--- config.mk ---
export PLATFORM = sky130hd
export DESIGN_NAME = can_rx_fetch_flat
export DESIGN_NICKNAME = d
export VERILOG_FILES = /design/src/rtl/can_pkg.sv /design/src/rtl/can_rx_fetch_if.sv /design/src/rtl/can_rx_fifo.sv /design/src/rtl/can_rx_fetch.sv /design/src/flat_wrapper.sv
export SDC_FILE = /design/constraint.sdc
export NUM_CORES = 1
export LEC_CHECK = 0
export BUFFER_PORTS_ARGS = -buffer_cell sky130_fd_sc_hd__buf_2
export CAP_MARGIN = 20
export CORE_MARGIN = 2
export CORE_UTILIZATION = 25
export CTS_CLUSTER_SIZE = 20
export DETAILED_ROUTE_END_ITERATION = 8
export GPL_TIMING_DRIVEN = 0
export MAX_ROUTING_LAYER = met4
export SYNTH_ARGS = -nofsm -noshare
export SYNTH_HDL_FRONTEND = slang
export SYNTH_SLANG_ARGS = --single-unit
--- constraint.sdc ---
create_clock -name clk -period 6.6 [get_ports clk]
set_input_delay 1.98 -clock clk [delete_from_list [all_inputs] [get_ports clk]]
set_output_delay 1.98 -clock clk [all_outputs]
set_load 0.05 [all_outputs]
--- src/rtl/can_pkg.sv ---
// can_pkg: controller register map, RX FIFO sizing, fetch state encoding and frame-length helper
package can_pkg;
  localparam logic [7:0] REG_CMR   = 8'd1;
  localparam logic [7:0] REG_IR    = 8'd3;
  localparam logic [7:0] REG_RXBUF = 8'd16;
  localparam logic [7:0] CMR_RRB   = 8'h04;
  localparam int FIFO_DEPTH = 64;
  localparam int MAX_FRAME  = 13;
  typedef enum logic [2:0] {S_IDLE, S_GAP, S_RD_IR, S_RD_INFO, S_RD_BYTE, S_WR_REL} state_t;
  function automatic logic [31:0] reg_addr(input logic [7:0] r);
    return {22'd0, r, 2'b00};
  endfunction
  // bytes following the info byte: id bytes (2 SFF / 4 EFF) plus data clamped to 8
  function automatic logic [3:0] data_len(input logic [7:0] info);
    return (info[7] ? 4'd4 : 4'd2) + (info[3:0] > 4'd8 ? 4'd8 : info[3:0]);
  endfunction
endpackage

--- src/rtl/can_rx_fetch_if.sv ---
// can_rx_fetch_if: register bus between fetch engine (master) and access stage (slave); addr/din/wren/rden out, dout/valid back
interface can_rx_fetch_if;
  logic [31:0] addr_32b_o;
  logic [31:0] din_32b_o;
  logic [31:0] dout_32b_i;
  logic        wren_o;
  logic        rden_o;
  logic        dout_32b_valid_i;
  modport master(output addr_32b_o, din_32b_o, wren_o, rden_o, input dout_32b_i, dout_32b_valid_i);
  modport slave(input addr_32b_o, din_32b_o, wren_o, rden_o, output dout_32b_i, dout_32b_valid_i);
endinterface

--- src/rtl/can_rx_fifo.sv ---
// can_rx_fifo: 64x8 sync FIFO; ports clk, rst, push/din, pop/dout, empty, count, mark (save write pointer), restore (rewind to mark)
module can_rx_fifo import can_pkg::*; (
  input  logic       clk,
  input  logic       rst,
  input  logic       push,
  input  logic       pop,
  input  logic       mark,
  input  logic       restore,
  input  logic [7:0] din,
  output logic [7:0] dout,
  output logic       empty,
  output logic [6:0] count
);
  logic [7:0] mem [FIFO_DEPTH];
  logic [6:0] wptr, rptr, mptr, rptr_n;
  logic wr, rd;
  assign count  = wptr - rptr;
  assign empty  = count == 7'd0;
  assign dout   = mem[rptr[5:0]];
  assign wr     = push && !restore && count != 7'(FIFO_DEPTH);
  assign rd     = pop && !empty;
  assign rptr_n = rptr + 7'(rd);
  always_ff @(posedge clk) if (wr) mem[wptr[5:0]] <= din;
  // if the reader already consumed part of the dropped frame, rewind only to the read pointer
  always_ff @(posedge clk or posedge rst)
    if (rst) {wptr, rptr, mptr} <= '0;
    else begin
      wptr <= restore ? ((7'(mptr - rptr_n) <= 7'(wptr - rptr_n)) ? mptr : rptr_n) : wptr + 7'(wr);
      rptr <= rptr_n;
      mptr <= mark ? wptr : mptr;
    end
endmodule

--- src/rtl/can_rx_fetch.sv ---
// can_rx_fetch: polls CAN IR on interrupt, reads info+frame bytes into RX FIFO, releases buffer.
// Ports: clk, rst (async high), en_i, can_int_n_i, bus (can_rx_fetch_if.master), rx_rden_i, rx_data_o,
// rx_empty_o, rx_count_o, frame_done_o, err_o. Macro CAN_RX_TIMEOUT_EN enables the access timeout.
module can_rx_fetch import can_pkg::*; #(
  parameter int IDLE_GAP    = 10,
  parameter int TIMEOUT_CYC = 255
) (
  input  logic       clk,
  input  logic       rst,
  input  logic       en_i,
  input  logic       can_int_n_i,
  can_rx_fetch_if.master bus,
  input  logic       rx_rden_i,
  output logic [7:0] rx_data_o,
  output logic       rx_empty_o,
  output logic [6:0] rx_count_o,
  output logic       frame_done_o,
  output logic       err_o
);
  state_t state, nxt;
  logic [1:0] int_sync;
  logic [15:0] gap_cnt;
  logic [7:0] reg_idx, last_reg, push_data;
  logic push, mark, restore, waiting, done, space_ok, unused;
  if (TIMEOUT_CYC < 1 || IDLE_GAP < 0) begin : g_cfg_check
    $error("can_rx_fetch: bad timing parameters");
  end
  assign unused   = ^bus.dout_32b_i[31:8];
  assign waiting  = state inside {S_RD_IR, S_RD_INFO, S_RD_BYTE, S_WR_REL};
  // valid during the request pulse cannot belong to this access
  assign done     = waiting && bus.dout_32b_valid_i && !bus.rden_o && !bus.wren_o;
  assign space_ok = rx_count_o <= 7'(FIFO_DEPTH - MAX_FRAME);
`ifdef CAN_RX_TIMEOUT_EN
  logic [15:0] to_cnt;
  logic expired;
  assign expired = waiting && !done && to_cnt == 16'(TIMEOUT_CYC - 1);
`else
  assign err_o   = 1'b0;
  assign restore = 1'b0;
`endif
  always_ff @(posedge clk or posedge rst)
    if (rst) begin
      state <= S_IDLE;
      nxt <= S_IDLE;
      int_sync <= 2'b11;
      gap_cnt <= '0;
      reg_idx <= '0;
      last_reg <= '0;
      push <= 1'b0;
      push_data <= '0;
      mark <= 1'b0;
      frame_done_o <= 1'b0;
      bus.addr_32b_o <= '0;
      bus.din_32b_o <= '0;
      bus.rden_o <= 1'b0;
      bus.wren_o <= 1'b0;
`ifdef CAN_RX_TIMEOUT_EN
      to_cnt <= '0;
      err_o <= 1'b0;
      restore <= 1'b0;
`endif
    end else begin
      int_sync <= {int_sync[0], can_int_n_i};
      bus.rden_o <= 1'b0;
      bus.wren_o <= 1'b0;
      push <= 1'b0;
      mark <= 1'b0;
      frame_done_o <= 1'b0;
`ifdef CAN_RX_TIMEOUT_EN
      to_cnt <= waiting && !done ? to_cnt + 16'd1 : 16'd0;
      restore <= 1'b0;
`endif
      case (state)
        S_IDLE: if (en_i && !int_sync[1]) begin
          state <= S_RD_IR;
          bus.rden_o <= 1'b1;
          bus.addr_32b_o <= reg_addr(REG_IR);
        end
        // a pending frame waits here, without requests, until the FIFO can hold a maximal frame
        S_GAP: if (gap_cnt != 16'd0) gap_cnt <= gap_cnt - 16'd1;
          else if (nxt == S_RD_IR && !en_i) state <= S_IDLE;
          else if (nxt != S_RD_INFO || space_ok) begin
            state <= nxt;
            bus.rden_o <= nxt inside {S_RD_IR, S_RD_INFO, S_RD_BYTE};
            bus.wren_o <= nxt == S_WR_REL;
            mark <= nxt == S_RD_INFO;
            bus.addr_32b_o <= reg_addr(nxt == S_RD_IR ? REG_IR : nxt == S_RD_INFO ? REG_RXBUF :
                                       nxt == S_RD_BYTE ? reg_idx : nxt == S_WR_REL ? REG_CMR : 8'd0);
            bus.din_32b_o <= {24'd0, nxt == S_WR_REL ? CMR_RRB : 8'd0};
          end
        default: if (done) begin
          state <= S_GAP;
          gap_cnt <= 16'(IDLE_GAP);
          push <= state inside {S_RD_INFO, S_RD_BYTE};
          push_data <= bus.dout_32b_i[7:0];
          frame_done_o <= state == S_WR_REL;
          reg_idx <= state == S_RD_INFO ? REG_RXBUF + 8'd1 : reg_idx + 8'd1;
          if (state == S_RD_INFO) last_reg <= REG_RXBUF + {4'd0, data_len(bus.dout_32b_i[7:0])};
          nxt <= state == S_RD_IR ? (bus.dout_32b_i[0] ? S_RD_INFO : S_IDLE) :
                 state == S_RD_INFO ? S_RD_BYTE :
                 state == S_RD_BYTE ? (reg_idx == last_reg ? S_WR_REL : S_RD_BYTE) : S_RD_IR;
        end
`ifdef CAN_RX_TIMEOUT_EN
        else if (expired) begin
          err_o <= 1'b1;
          restore <= state inside {S_RD_INFO, S_RD_BYTE};
          state <= S_GAP;
          gap_cnt <= 16'(IDLE_GAP);
          nxt <= S_IDLE;
        end
`endif
      endcase
    end
  can_rx_fifo u_fifo (
    .clk(clk), .rst(rst), .push(push), .pop(rx_rden_i), .mark(mark), .restore(restore),
    .din(push_data), .dout(rx_data_o), .empty(rx_empty_o), .count(rx_count_o)
  );
endmodule

--- src/flat_wrapper.sv ---
// flat-port wrapper written by rule: the top's interface ports become plain ports
module can_rx_fetch_flat import can_pkg::*;
#(
  parameter int IDLE_GAP    = 10,
  parameter int TIMEOUT_CYC = 255
)
  (clk, rst, en_i, can_int_n_i, rx_rden_i, rx_data_o, rx_empty_o, rx_count_o, frame_done_o, err_o, bus_addr_32b_o, bus_din_32b_o, bus_wren_o, bus_rden_o, bus_dout_32b_i, bus_dout_32b_valid_i);
  can_rx_fetch_if bus_i ();
  input  logic clk;
  input  logic rst;
  input  logic en_i;
  input  logic can_int_n_i;
  input  logic rx_rden_i;
  output logic [7:0] rx_data_o;
  output logic rx_empty_o;
  output logic [6:0] rx_count_o;
  output logic frame_done_o;
  output logic err_o;
  output wire logic [$bits(bus_i.addr_32b_o)-1:0] bus_addr_32b_o;
  output wire logic [$bits(bus_i.din_32b_o)-1:0] bus_din_32b_o;
  output wire logic [$bits(bus_i.wren_o)-1:0] bus_wren_o;
  output wire logic [$bits(bus_i.rden_o)-1:0] bus_rden_o;
  input wire logic [$bits(bus_i.dout_32b_i)-1:0] bus_dout_32b_i;
  input wire logic [$bits(bus_i.dout_32b_valid_i)-1:0] bus_dout_32b_valid_i;
  assign bus_addr_32b_o = bus_i.addr_32b_o;
  assign bus_din_32b_o = bus_i.din_32b_o;
  assign bus_wren_o = bus_i.wren_o;
  assign bus_rden_o = bus_i.rden_o;
  assign bus_i.dout_32b_i = bus_dout_32b_i;
  assign bus_i.dout_32b_valid_i = bus_dout_32b_valid_i;
  can_rx_fetch #(.IDLE_GAP(IDLE_GAP), .TIMEOUT_CYC(TIMEOUT_CYC)) u_core (.clk(clk), .rst(rst), .en_i(en_i), .can_int_n_i(can_int_n_i), .bus(bus_i), .rx_rden_i(rx_rden_i), .rx_data_o(rx_data_o), .rx_empty_o(rx_empty_o), .rx_count_o(rx_count_o), .frame_done_o(frame_done_o), .err_o(err_o));
endmodule
==> results.cfg <==
[sta]
finalSetupTns_ns = 0
period_share = 0.9627
maxSlewViolCount = 0
post-route-min-period_ns = 6.354
rsz0062_at_grt = no
max_freq_ghz = 0.1574
hold_viol_final = 0
clock_skew_ns = 0.03075
setup_viol = 0
worst_slew_margin_rel = 0.3440
tightest_slew_ns = 0.9841

[critical_path]
worstPathRequired_ns = 4.62
r2r_slack_ns = 1.80
cp.buffers_inverters = 3
path_depth = 8
crit_path_end_kind = output pin
crit_fanout = 10
critPathMaxStageDelay_ns = 0.80
reg2reg_depth = 17
criticalPathCategory = reg2out
cp_top_family = buffers and inverters
crit_chain = clkbuf_1 -> buf_1 -> mux4_2 -> a21oi_1 -> o221ai_1 -> a21oi_1 -> o221ai_1 -> buf_2
slowest_stage = buf_1
cp.arrival_ns = 4.37
crit_path_start_kind = flip-flop

[floorplanning]
dieArea_um2 = 99180
pin_count = 122
core_region_area_um2 = 96280
dieHeight_um = 314.9
rows = 114
die_w_um = 314.9
start_util = 0.2510

[yosys]
synthSimpleGateAreaFrac = 0.05855
synth_compound_area_frac = 0.05306
yosys_warnings = 0
synth_seq_cells = 584
syn_avg_cell_area_um2 = 17.46
synthTopCellsByArea = edfxtp_1, mux4_2, dfrtp_1, buf_4, nor3_1
async_flop_share = 0.1233
synth-edff-count = 512
synthFlopType = edfxtp_1
yosysSeqAreaShare = 0.7108
synth.most_common_cell = edfxtp_1
synth_top_area_cell = edfxtp_1
yosys.area_share.adder = 0.008904
synth_commonest_cells = edfxtp_1, mux4_2, nand2_1
yosys.area_share.xor_xnor = 0.01160
synth_top_area_frac = 0.6361
synth_top_family_by_area = multiplexers
synthCells = 1384
ys_types = 74
syn_area_um2 = 24170
synthMuxAreaShare = 0.1236

[cells_and_area]
largest_register_ffs = 512
layout-drive-gt1-share = 0.2709
finalNetCount = 1659
syn_to_final_growth_pct = 19.34
diodes = 0

[global_route]
gr-total-overflow = 0
use_met3 = 0.02059
grt_max_degree = 59
grt_pass1_wl_mm = 86.86
antenna_found_initial = 1
grt.busiest_layer = met2
grt_use_met2 = 0.1864
grt_pass1_vias = 13460
met1_usage = 0.1593
grtUsageTotal = 0.1187

[placed_design]
dp_hpwl_mm = 40.93
gp_congestion = 0.8943
port_buffers = 41

[power]
power.total_mw = 11.56
irDropWorstVdd_uv = 248.9
p_leak_nw = 9.827
p_per_area_nw_per_um2 = 400.9

[detailed_routing]
vias = 13390
ant_nets = 0
wirelength_mm = 57.87
first_pass_iters = 5
detail_route.vias_per_cell = 4.571
wire_per_inst_um = 19.75
first_iter_violations = 1216
drc_errors = 0

[cts]
numCtsBuffers = 58
cts_buffer_depth = 3
cts_tree = built
postCtsSetupRepairBufs = 0
clock_sinks = 584
cts.clk_slew.worst_paths_ns = 0.06
cts_root_buf = clkbuf_16
insertion_delay_ns = 0.62
htreeDepth = 2

[worst_hold_path]
whs_path_depth = 0
hp-class = reg2reg

[job]
cap_violations = 0

[status]
status = complete, no violations
metal layers:
layer,up-vias,wire (µm)
met5,-,0
met4,0,1379
met3,95,3769
met2,482,27350
met1,6934,25370
li1,5882,-
final cells by class:
| class | count | area [µm²] |
|---|---|---|
| well taps | 1276 | 1597 |
| plain buffers | 123 | 724.4 |
| flip-flops and latches | 584 | 17190 |
| clock buffers | 70 | 1558 |
| multi-input cells | 709 | 6497 |
| repair buffers | 106 | 758.2 |
| fillers | 9431 | 67440 |
| clock inverters | 39 | 431.7 |
| inverters | 23 | 88.84 |
worst register-to-register path: cells and delay by family, from the launching register on:
| family | cells | cell delay (ns) |
|---|---|---|
| adders and majority gates | 4 | 1.23 |
| AOI/OAI and AO/OA | 3 | 1.06 |
| buffers and inverters | 4 | 0.92 |
| and+or+nand+nor | 5 | 0.92 |
| DFF | 1 | 0.41 |
| xor gates and xnor gates | 1 | 0.17 |
cell usage in the layout (no fill, tap or decap), drive strengths merged, types with 8 or more instances in the layout:
cell	instances
edfxtp	512
buf	191
mux4	120
clkbuf	108
nand2	76
dfrtp	70
nor3	61
conb	56
nor2	49
a21oi	42
o21ai	34
inv	25
mux2i	24
nand3	23
clkinv	22
a22o	21
xor2	20
a211oi	19
a221oi	16
nor4	16
o221ai	15
ha	14
xnor2	12
bufinv	9
nand2b	8
through the flow:
stage	instances	instance area, µm²	worst slack [ns]	util	hold slack (ns)
finish	2930	28840	0.2463	0.2996	0.3615
CTS	2926	28810	0.1421	0.2992	0.3628
global placement	2756	26180	0.1486	0.2719	0.3472
global route	2930	28840	0.04232	0.2996	0.3658
detailed placement	2817	26810	0.1161	0.2785	0.3539
floorplan	1439	24380	1.080	-	0.3452
path summary, 6_finish.rpt:
| check | from | endpoint |
|---|---|---|
| setup / recovery | u_core.u_fifo.rptr[0] | rx_data_o[2] |
| hold / removal | u_core.int_sync[0] | u_core.int_sync[1] |
| setup reg to reg | u_core.u_fifo.wptr[0] | u_core.u_fifo.rptr[6] |
| hold reg to reg | u_core.int_sync[0] | u_core.int_sync[1] |
| max in group asynchronous | rst | u_core.int_sync[0] |
| min in group asynchronous | rst | u_core.u_fifo.rptr[5] |
logic make-up (layout without fill, tap and decap cells):
kind of cell / Yosys count / count (layout)
adders and majority gates: 16 / 16
and+or+nand+nor: 278 / 278
xor gates and xnor gates: 32 / 32
DFF: 584 / 584
AOI/OAI and AO/OA: 180 / 180
buffers and inverters: 146 / 361
muxes: 147 / 147
other: 1 / 56
repair_timing:
action	CTS	global route
hold endpoints to repair	0	0
hold buffers	0	0
gates resized for setup	3	6
setup endpoints to repair	2	1
power breakdown:
group	total [mW]	switching (mW)	internal (mW)
clock network	3.42	1.39	2.03
registers	4.52	0.199	4.32
logic	3.62	2.34	1.28
total	11.6	3.93	7.63
No activity file was read; power rests on OpenSTA's default activity.
